File: src/rtl/fnv_pkg.sv
// fnv_pkg: shared constants, state encoding and FNV-1a step for the hash front end
package fnv_pkg;
  localparam logic [31:0] FnvOffsetBasis = 32'h811C9DC5;
  localparam logic [31:0] FnvPrime = 32'h01000193;
  typedef logic [1:0] state_t;
  localparam state_t ST_IDLE = 2'd0;
  localparam state_t ST_SEED = 2'd1;
  localparam state_t ST_HASH = 2'd2;
  localparam state_t ST_DONE = 2'd3;
  function automatic logic [31:0] fnv_step(input logic [31:0] h, input logic [7:0] b);
    return (h ^ {24'h0, b}) * FnvPrime;
  endfunction
endpackage

File: src/rtl/fnv_hash_arbiter_if.sv
// fnv_hash_arbiter_if: two byte-stream requesters, digest result port and status
interface fnv_hash_arbiter_if #(parameter int LenWidth = 16);
  logic                s0_valid;
  logic [7:0]          s0_data;
  logic                s0_last;
  logic                s0_ready;
  logic                s1_valid;
  logic [7:0]          s1_data;
  logic                s1_last;
  logic                s1_ready;
  logic                d_valid;
  logic                d_ready;
  logic [31:0]         d_hash;
  logic                d_id;
  logic [LenWidth-1:0] d_len;
  logic                busy;
  modport slave (
    input  s0_valid, s0_data, s0_last, s1_valid, s1_data, s1_last, d_ready,
    output s0_ready, s1_ready, d_valid, d_hash, d_id, d_len, busy
  );
  modport master (
    output s0_valid, s0_data, s0_last, s1_valid, s1_data, s1_last, d_ready,
    input  s0_ready, s1_ready, d_valid, d_hash, d_id, d_len, busy
  );
endinterface

File: src/rtl/fnv_1a_32.sv
// fnv_1a_32: 32-bit FNV-1a hash core, one byte per enabled cycle
module fnv_1a_32
  import fnv_pkg::*;
(
  input  logic        clk,
  input  logic        reset,
  input  logic        en,
  input  logic [7:0]  in,
  output logic [31:0] hash
);
  logic [31:0] hash_q, hash_d;
  // fold in one byte when enabled, otherwise hold
  always_comb hash_d = en ? fnv_step(hash_q, in) : hash_q;
  // reset reloads the offset basis
  always_ff @(posedge clk) hash_q <= reset ? FnvOffsetBasis : hash_d;
  assign hash = hash_q;
endmodule

File: src/rtl/fnv_hash_arbiter.sv
// fnv_hash_arbiter: round-robin front end granting the FNV-1a core per message
module fnv_hash_arbiter
  import fnv_pkg::*;
#(
  parameter int LenWidth = 16
) (
  input logic               clk,
  input logic               reset,
  fnv_hash_arbiter_if.slave bus
);
  state_t              state_q, state_d;
  logic                grant_q, grant_d;
  logic                ptr_q, ptr_d;
  logic [LenWidth-1:0] len_q, len_d;
  logic                sel_valid, sel_last, hs;
  logic [7:0]          sel_data;
  logic [31:0]         core_hash;
  assign sel_valid = grant_q ? bus.s1_valid : bus.s0_valid;
  assign sel_last  = grant_q ? bus.s1_last : bus.s0_last;
  assign sel_data  = grant_q ? bus.s1_data : bus.s0_data;
  assign hs        = (state_q == ST_HASH) && sel_valid;
  fnv_1a_32 u_core (
    .clk  (clk),
    .reset(reset || (state_q == ST_SEED)),
    .en   (hs),
    .in   (sel_data),
    .hash (core_hash)
  );
  // arbitration, seeding, byte counting and result handshake
  always_comb begin
    state_d = state_q;
    grant_d = grant_q;
    ptr_d   = ptr_q;
    len_d   = len_q;
    case (state_q)
      ST_IDLE: if (bus.s0_valid || bus.s1_valid) begin
        grant_d = (bus.s0_valid && bus.s1_valid) ? ptr_q : bus.s1_valid;
        state_d = ST_SEED;
      end
      ST_SEED: begin
        len_d   = '0;
        state_d = ST_HASH;
      end
      ST_HASH: if (hs) begin
        len_d   = &len_q ? len_q : len_q + 1'b1;
        state_d = sel_last ? ST_DONE : ST_HASH;
      end
      ST_DONE: if (bus.d_ready) begin
        ptr_d   = ~grant_q;
        state_d = ST_IDLE;
      end
      default: state_d = ST_IDLE;
    endcase
  end
  // state registers; reset favours requester 0 and drops any partial message
  always_ff @(posedge clk) begin
    if (reset) begin
      state_q <= ST_IDLE;
      grant_q <= 1'b0;
      ptr_q   <= 1'b0;
      len_q   <= '0;
    end else begin
      state_q <= state_d;
      grant_q <= grant_d;
      ptr_q   <= ptr_d;
      len_q   <= len_d;
    end
  end
  assign bus.s0_ready = (state_q == ST_HASH) && !grant_q;
  assign bus.s1_ready = (state_q == ST_HASH) && grant_q;
  assign bus.d_valid  = (state_q == ST_DONE);
  assign bus.d_hash   = core_hash;
  assign bus.d_id     = grant_q;
  assign bus.d_len    = len_q;
  assign bus.busy     = (state_q != ST_IDLE);
endmodule

File: src/flat_wrapper.sv
// flat-port wrapper written by rule: the top's interface ports become plain ports
module fnv_hash_arbiter_flat import fnv_pkg::*;
#(
  parameter int LenWidth = 16
)
  (clk, reset, bus_s0_valid, bus_s0_data, bus_s0_last, bus_s1_valid, bus_s1_data, bus_s1_last, bus_d_ready, bus_s0_ready, bus_s1_ready, bus_d_valid, bus_d_hash, bus_d_id, bus_d_len, bus_busy);
  fnv_hash_arbiter_if #(.LenWidth(LenWidth)) bus_i ();
  input logic clk;
  input logic reset;
  input wire logic [$bits(bus_i.s0_valid)-1:0] bus_s0_valid;
  input wire logic [$bits(bus_i.s0_data)-1:0] bus_s0_data;
  input wire logic [$bits(bus_i.s0_last)-1:0] bus_s0_last;
  input wire logic [$bits(bus_i.s1_valid)-1:0] bus_s1_valid;
  input wire logic [$bits(bus_i.s1_data)-1:0] bus_s1_data;
  input wire logic [$bits(bus_i.s1_last)-1:0] bus_s1_last;
  input wire logic [$bits(bus_i.d_ready)-1:0] bus_d_ready;
  output wire logic [$bits(bus_i.s0_ready)-1:0] bus_s0_ready;
  output wire logic [$bits(bus_i.s1_ready)-1:0] bus_s1_ready;
  output wire logic [$bits(bus_i.d_valid)-1:0] bus_d_valid;
  output wire logic [$bits(bus_i.d_hash)-1:0] bus_d_hash;
  output wire logic [$bits(bus_i.d_id)-1:0] bus_d_id;
  output wire logic [$bits(bus_i.d_len)-1:0] bus_d_len;
  output wire logic [$bits(bus_i.busy)-1:0] bus_busy;
  assign bus_i.s0_valid = bus_s0_valid;
  assign bus_i.s0_data = bus_s0_data;
  assign bus_i.s0_last = bus_s0_last;
  assign bus_i.s1_valid = bus_s1_valid;
  assign bus_i.s1_data = bus_s1_data;
  assign bus_i.s1_last = bus_s1_last;
  assign bus_i.d_ready = bus_d_ready;
  assign bus_s0_ready = bus_i.s0_ready;
  assign bus_s1_ready = bus_i.s1_ready;
  assign bus_d_valid = bus_i.d_valid;
  assign bus_d_hash = bus_i.d_hash;
  assign bus_d_id = bus_i.d_id;
  assign bus_d_len = bus_i.d_len;
  assign bus_busy = bus_i.busy;
  fnv_hash_arbiter #(.LenWidth(LenWidth)) u_core (.clk(clk), .reset(reset), .bus(bus_i));
endmodule
File: config.mk
export PLATFORM = sky130hd
export DESIGN_NAME = fnv_hash_arbiter_flat
export DESIGN_NICKNAME = d
export VERILOG_FILES = /design/src/rtl/fnv_pkg.sv /design/src/rtl/fnv_hash_arbiter_if.sv /design/src/rtl/fnv_1a_32.sv /design/src/rtl/fnv_hash_arbiter.sv /design/src/flat_wrapper.sv
export SDC_FILE = /design/constraint.sdc
export NUM_CORES = 1
export LEC_CHECK = 0
export CAP_MARGIN = 30
export CORE_AREA = 3 3 175 109
export CTS_CLUSTER_DIAMETER = 200
export DETAILED_ROUTE_END_ITERATION = 8
export DIE_AREA = 0 0 178 112
export DONT_BUFFER_PORTS = 1
export SLEW_MARGIN = 20
export SYNTH_ARGS = -nofsm -noshare
export SYNTH_HDL_FRONTEND = slang
export SYNTH_SLANG_ARGS = --single-unit
File: constraint.sdc
create_clock -name clk -period 10 [get_ports clk]
set_input_delay 3 -clock clk [delete_from_list [all_inputs] [get_ports clk]]
set_output_delay 3 -clock clk [all_outputs]
set_load 0.01 [all_outputs]
==> results.txt, run 1 <==
sequential fraction of the synthesis area = 0.133
Synth area leader = ha_1
Initial Utilization = 0.441
die width = 178 µm
core area = 17700 µm²
post-route cell area = 8290 µm²
post-cts resize count = 0
flops & latches, synth = 52
cell area after synthesis = 7820 µm²
largest net degree at the start of global routing = 46
worst skew pair latency = 300 ps
Row Count = 38
Worst slew margin = 0.437
most common cell after layout, fill and taps aside = inv_1
WHS Path Cells = 2
vias in the first global route = 5502
Final period util = 0.835
I/O pins = 76
# placed instances = 1095
Max clock buf depth = 2
Syn Nets = 1151
wire length of the first global-routing pass = 30.9 mm
number of synthesized flops with an enable pin = 0
Post-DRT Antenna Nets = 0
worst hold endpoint = u_core.ptr_q
Setup Fix Bufs, Post-CTS = 0
post-synth top area share = 0.302
H-tree depth = 2
DP Area = 8110 µm²
via/cell ratio = 5.15
Clk Tree Root Cell = clkbuf_16
Final nets = 1149
TritonCTS Buffers = 5
CTS tree = done
asr flop ratio synth = 0
RSZ-0062 raised after global routing = no
GRT Total Usage = 0.200
drt first pass iters = 5
drt first-iter violations = 439
Setup Viol. Count Final = 0
crit path DAT = 8570 ps
crit path launch type = primary input
GRT overflow = 0
setup TNS = 0 ps
I/O Buffers = 0
max cap viols = 0
Post-CTS Hold Buffers = 0
worst slew pin tran = 843 ps
detailed placer's ending HPWL = 16.4 mm
Reg2Reg Depth = 20
predominant post-synthesis flop cell = dfxtp_1
RePlAce Congestion = 0.909
Finished Layout Cells = 1102
commonest non-fill, non-tap cells in the layout = inv_1 (192), ha_1 (189), fa_1 (74)
flop-to-flop setup slack = 3300 ps
Distinct cells, synth = 53
Sink Count = 52
Post-Syn Instances = 865
detailed-route via count = 5676
register clock-pin slew on the reported worst setup and hold paths = 70 ps
Yosys warnings = 0
Fin. Hold Viols = 0
per-cell routed wire length = 17.6 µm
Ant. Diodes = 0
fmax = 120 MHz
min-delay src = u_core.ptr_q
outcome = completed
max-slew violation count = 0
start of the worst register-to-register path = u_core.bus.d_id
Worst Setup Path Type = primary input to register
Min-Delay Path Class = register to register
DRC = 0
CP Max Fanout = 7
die area = 19900 µm²
ranking of synthesized cells by area = ha_1 (30%), fa_1 (19%), dfxtp_1 (13%), inv_1 (9.2%), xnor2_1 (4.4%)
Period minus WS final = 8350 ps
Worst setup EP type = register
reg-to-reg critical path endpoint = u_core.u_core.hash[21]
final design utilization = 0.467
proportion of layout cells with a drive suffix above 1 = 0.0302
Critical Path RT = 10230 ps
Mean Syn Cell Area = 9.04 µm²
initial antenna violation count = 0
Die Height = 112 µm
skew final = 5.31 ps
synth-to-layout area growth = 6.00%
final wirelength = 19.4 mm
-- critical path, stage by stage --
cell	delay, ps
mux2i_1	300
xnor2_1	310
ha_1	330
ha_1	320
fa_1	490
ha_1	220
fa_1	480
ha_1	290
inv_1	50
fa_1	530
inv_1	40
ha_1	380
a21o_1	250
a221o_1	400
a221oi_1	510
o21ai_1	140
a21oi_1	190
xnor2_1	130
nand2_1	70
a21oi_1	160
-- worst max-delay path by stage --
stage | startpoint | to | slack (ps) | cells past startpoint
after global placement | bus_s1_data[6] | u_core.u_core.hash[21] | 1470 | 20
final | bus_s1_data[6] | u_core.u_core.hash[21] | 1650 | 20
after global routing | bus_s1_data[6] | u_core.u_core.hash[28] | 1330 | 20
after floorplan | bus_s1_data[4] | u_core.u_core.hash[21] | 1930 | 21
after detailed placement | bus_s1_data[6] | u_core.u_core.hash[21] | 1370 | 20
after CTS | bus_s1_data[6] | u_core.u_core.hash[21] | 1670 | 20
-- area by class of cell --
| type | count | area, µm² |
|---|---|---|
| inverter | 192 | 721 |
| sequential | 52 | 1040 |
| timing repair buffer | 7 | 72.6 |
| clock inverter | 1 | 30.0 |
| fill | 1727 | 9450 |
| clock buffer | 5 | 125 |
| tap | 240 | 300 |
| multi-input combinational | 605 | 6000 |
-- cell families after synthesis --
logic type,after synthesis,synth area share
AOI/OAI and AO/OA,115,0.0963
xor gates and xnor gates,65,0.0728
adders and majority gates,263,0.492
buffers and inverters,208,0.100
DFF,52,0.133
muxes,11,0.0142
and+or+nand+nor,151,0.0912
-- cell usage after synthesis, drive strengths merged (2+ instances only) --
master / number
a2111oi: 2
a211oi: 7
a21o: 10
a21oi: 39
a31oi: 5
and2: 5
and3: 7
and4: 4
buf: 4
clkbuf: 12
dfxtp: 52
fa: 74
ha: 189
inv: 192
mux2i: 10
nand2: 58
nand2b: 4
nand3: 18
nand4: 6
nand4b: 2
nor2: 30
nor3: 8
o211ai: 11
o21a: 2
o21ai: 22
o21bai: 4
o311ai: 2
o31ai: 2
or2: 2
or3: 4
xnor2: 39
xor2: 26
-- flip-flops by register name, summed over array words and instances (netlist names) --
signal,flops
u_core.bus.d_id,1
u_core.bus.d_len,16
u_core.state_q,2
u_core.u_core.hash,32
u_core.ptr_q,1
-- per-stage QoR --
| step | hold WS [ps] | setup WS, ps |
|---|---|---|
| after floorplan | 480 | 1930 |
| after global placement | 500 | 1470 |
| after detailed placement | 507 | 1370 |
| after CTS | 520 | 1670 |
| after global routing | 539 | 1330 |
| final | 517 | 1650 |
-- routing by layer --
| metal | share of wire | track usage | up-vias |
|---|---|---|---|
| li1 | - | - | 2836 |
| met1 | 0.55 | 0.329 | 2706 |
| met2 | 0.38 | 0.267 | 126 |
| met3 | 0.067 | 0.0470 | 8 |
| met4 | 0.0053 | 0.0209 | 0 |
| met5 | 0 | 0 | - |
Power of run 1 is left out: the tool's default activity adds up to more than one toggle a clock period on the data nets, which glitch-free logic cannot reach.
==> run 2, diff against run 1 <==
Clock period 10 ns to 7.75 ns, I/O delays scaled along.
==> run 2 against run 1 <==
Against the previous run: clock skew increased by 0.95 ps; count of clock-buffer cells in the layout is 2 higher; worst setup slack lost 1300 ps; via count down 0.19%; critical path depth rose by 1; die area unchanged; register-to-register slack got worse by 1900 ps; sequential cell count unchanged; sequential share of layout area down 0.24 points.
==> results.txt, run 2 (synthesized netlist as in run 1, its figures left out) <==
most common cell after layout, fill and taps aside = inv_1 (unchanged)
RSZ-0062 raised after global routing = no (unchanged)
Critical Path RT = 7900 ps (was 10230 ps)
Final period util = 0.952
Top cell by count, worst path = ha_1 (unchanged)
max reg flops = 32 (unchanged)
detailed placer's ending HPWL = 16.3 mm (was 16.4 mm)
initial antenna violation count = 0 (unchanged)
die width = 178 µm (unchanged)
H-tree depth = 2 (unchanged)
Min-Delay Path Class = register to register (unchanged)
per-cell routed wire length = 17.0 µm (was 17.6 µm)
Worst slew margin = 0.385 (was 0.437)
CP Cell Sequence = mux2i_1, buf_4, xnor2_1, ha_1, ha_1, fa_1, ha_1, fa_1, ha_1, inv_1, fa_1, inv_1, ha_1, and3_2, a221o_1, a21oi_2, a31oi_2, a31o_4, a211oi_2, xnor2_1, o211ai_2 (was mux2i_1, xnor2_1, ha_1, ha_1, fa_1, ha_1, fa_1, ha_1, inv_1, fa_1, inv_1, ha_1, a21o_1, a221o_1, a221oi_1, o21ai_1, a21oi_1, xnor2_1, nand2_1, a21oi_1)
TritonCTS Buffers = 5 (unchanged)
vias in the first global route = 5428 (was 5502)
Max clock buf depth = 2 (unchanged)
CP max-delay cell = fa_1 (unchanged)
Row Count = 38 (unchanged)
crit path launch type = primary input (unchanged)
drt first-iter violations = 370 (was 439)
Ant. Diodes = 0 (unchanged)
Initial Utilization = 0.441 (unchanged)
RePlAce Congestion = 0.862 (was 0.909)
skew final = 6.27 ps (was 5.31 ps)
worst skew pair latency = 300 ps (about the same)
crit path DAT = 7520 ps (was 8570 ps)
proportion of layout cells with a drive suffix above 1 = 0.0575 (was 0.0302)
I/O pins = 76 (unchanged)
max-slew violation count = 0 (unchanged)
via/cell ratio = 5.03 (was 5.15)
Fin. Hold Viols = 0 (unchanged)
Sink Count = 52 (unchanged)
fmax = 136 MHz
commonest non-fill, non-tap cells in the layout = inv_1 (192), ha_1 (189), fa_1 (74) (unchanged)
GRT Total Usage = 0.198 (was 0.200)
GRT overflow = 0 (unchanged)
Post-CTS Hold Buffers = 0 (unchanged)
Worst Setup Path Type = primary input to register (unchanged)
worst slew pin tran = 923 ps (was 843 ps)
register clock-pin slew on the reported worst setup and hold paths = 70 ps (about the same)
slowest stage delay, CP = 520 ps (was 530 ps)
wire length of the first global-routing pass = 30.6 mm (was 30.9 mm)
DRC = 0 (unchanged)
Finished Layout Cells = 1127 (was 1102)
Top Family by Delay on Critical Path = adder cells (unchanged)
post-cts resize count = 0 (unchanged)
Setup Fix Bufs, Post-CTS = 0 (unchanged)
Post-DRT Antenna Nets = 0 (unchanged)
largest net degree at the start of global routing = 46 (unchanged)
synth-to-layout area growth = 8.03% (was 6.00%)
Setup Viol. Count Final = 0 (unchanged)
Die Height = 112 µm (unchanged)
drt first pass iters = 5 (unchanged)
I/O Buffers = 0 (unchanged)
Clk Tree Root Cell = clkbuf_16 (unchanged)
max cap viols = 0 (unchanged)
Final nets = 1172 (was 1149)
detailed-route via count = 5665 (was 5676)
Period minus WS final = 7380 ps
CP Max Fanout = 4 (was 7)
core area = 17700 µm² (unchanged)
die area = 19900 µm² (unchanged)
Worst setup EP type = register (unchanged)
# placed instances = 1119 (was 1095)
CTS tree = done (unchanged)
outcome = completed (unchanged)
flop-to-flop setup slack = 1380 ps (was 3300 ps)
final wirelength = 19.2 mm (was 19.4 mm)
Worst Path Buf+Inv = 3 (was 2)
run 2: layout make-up:
| class | instances | area, µm² |
|---|---|---|
| Timing Repair Buffer | 30 | 233 |
| Inverter | 192 | 721 |
| Sequential cell | 52 | 1040 |
| Clock inverter | 1 | 7.51 |
| Clock buffer | 7 | 143 |
| Fill cell | 1750 | 9290 |
| Multi-Input combinational cell | 605 | 6000 |
| Tap cell | 240 | 300 |
run 2: path summary, 6_finish.rpt:
| kind | cells past startpoint | to | start |
|---|---|---|---|
| setup / recovery | 21 | u_core.u_core.hash[31] | bus_s1_data[7] |
| hold / removal | 2 | u_core.ptr_q | u_core.ptr_q |
| setup reg to reg | 21 | u_core.u_core.hash[31] | u_core.bus.d_id |
| hold reg to reg | 2 | u_core.ptr_q | u_core.ptr_q |
run 2: routing by layer:
metal,GRT usage,part of all wire
met5,0,0
met4,0.0209,0.0051
met3,0.0286,0.057
met2,0.251,0.37
met1,0.347,0.57
run 2: per-stage QoR:
stage / setup TNS, ps / hold slack [ps] / worst slack, ps / cell area [µm²] / utilization
after detailed placement: -3.59 / 501 / -3.59 / 8290 / 0.468
final: 0 / 512 / 373 / 8450 / 0.476
after global placement: 0 / 493 / 39.5 / 8280 / 0.467
after global routing: 0 / 532 / 47.1 / 8450 / 0.476
after floorplan: 0 / 480 / 359 / 7820 / -
after CTS: 0 / 505 / 306 / 8440 / 0.476
run 2: worst reg2reg max path: stages, from the launching register on:
cell and delay [ps]:
dfxtp_1 880, mux2i_1 420, buf_4 200, xnor2_1 140, ha_1 270, ha_1 300, fa_1 480, ha_1 220
fa_1 490, ha_1 290, inv_1 50, fa_1 520, inv_1 40, ha_1 340, and3_2 200, a221o_1 340
a21oi_2 190, a31oi_2 150, a31o_4 280, a211oi_2 200, xnor2_1 160, o211ai_2 80
Power of run 2 is left out for the same reason.
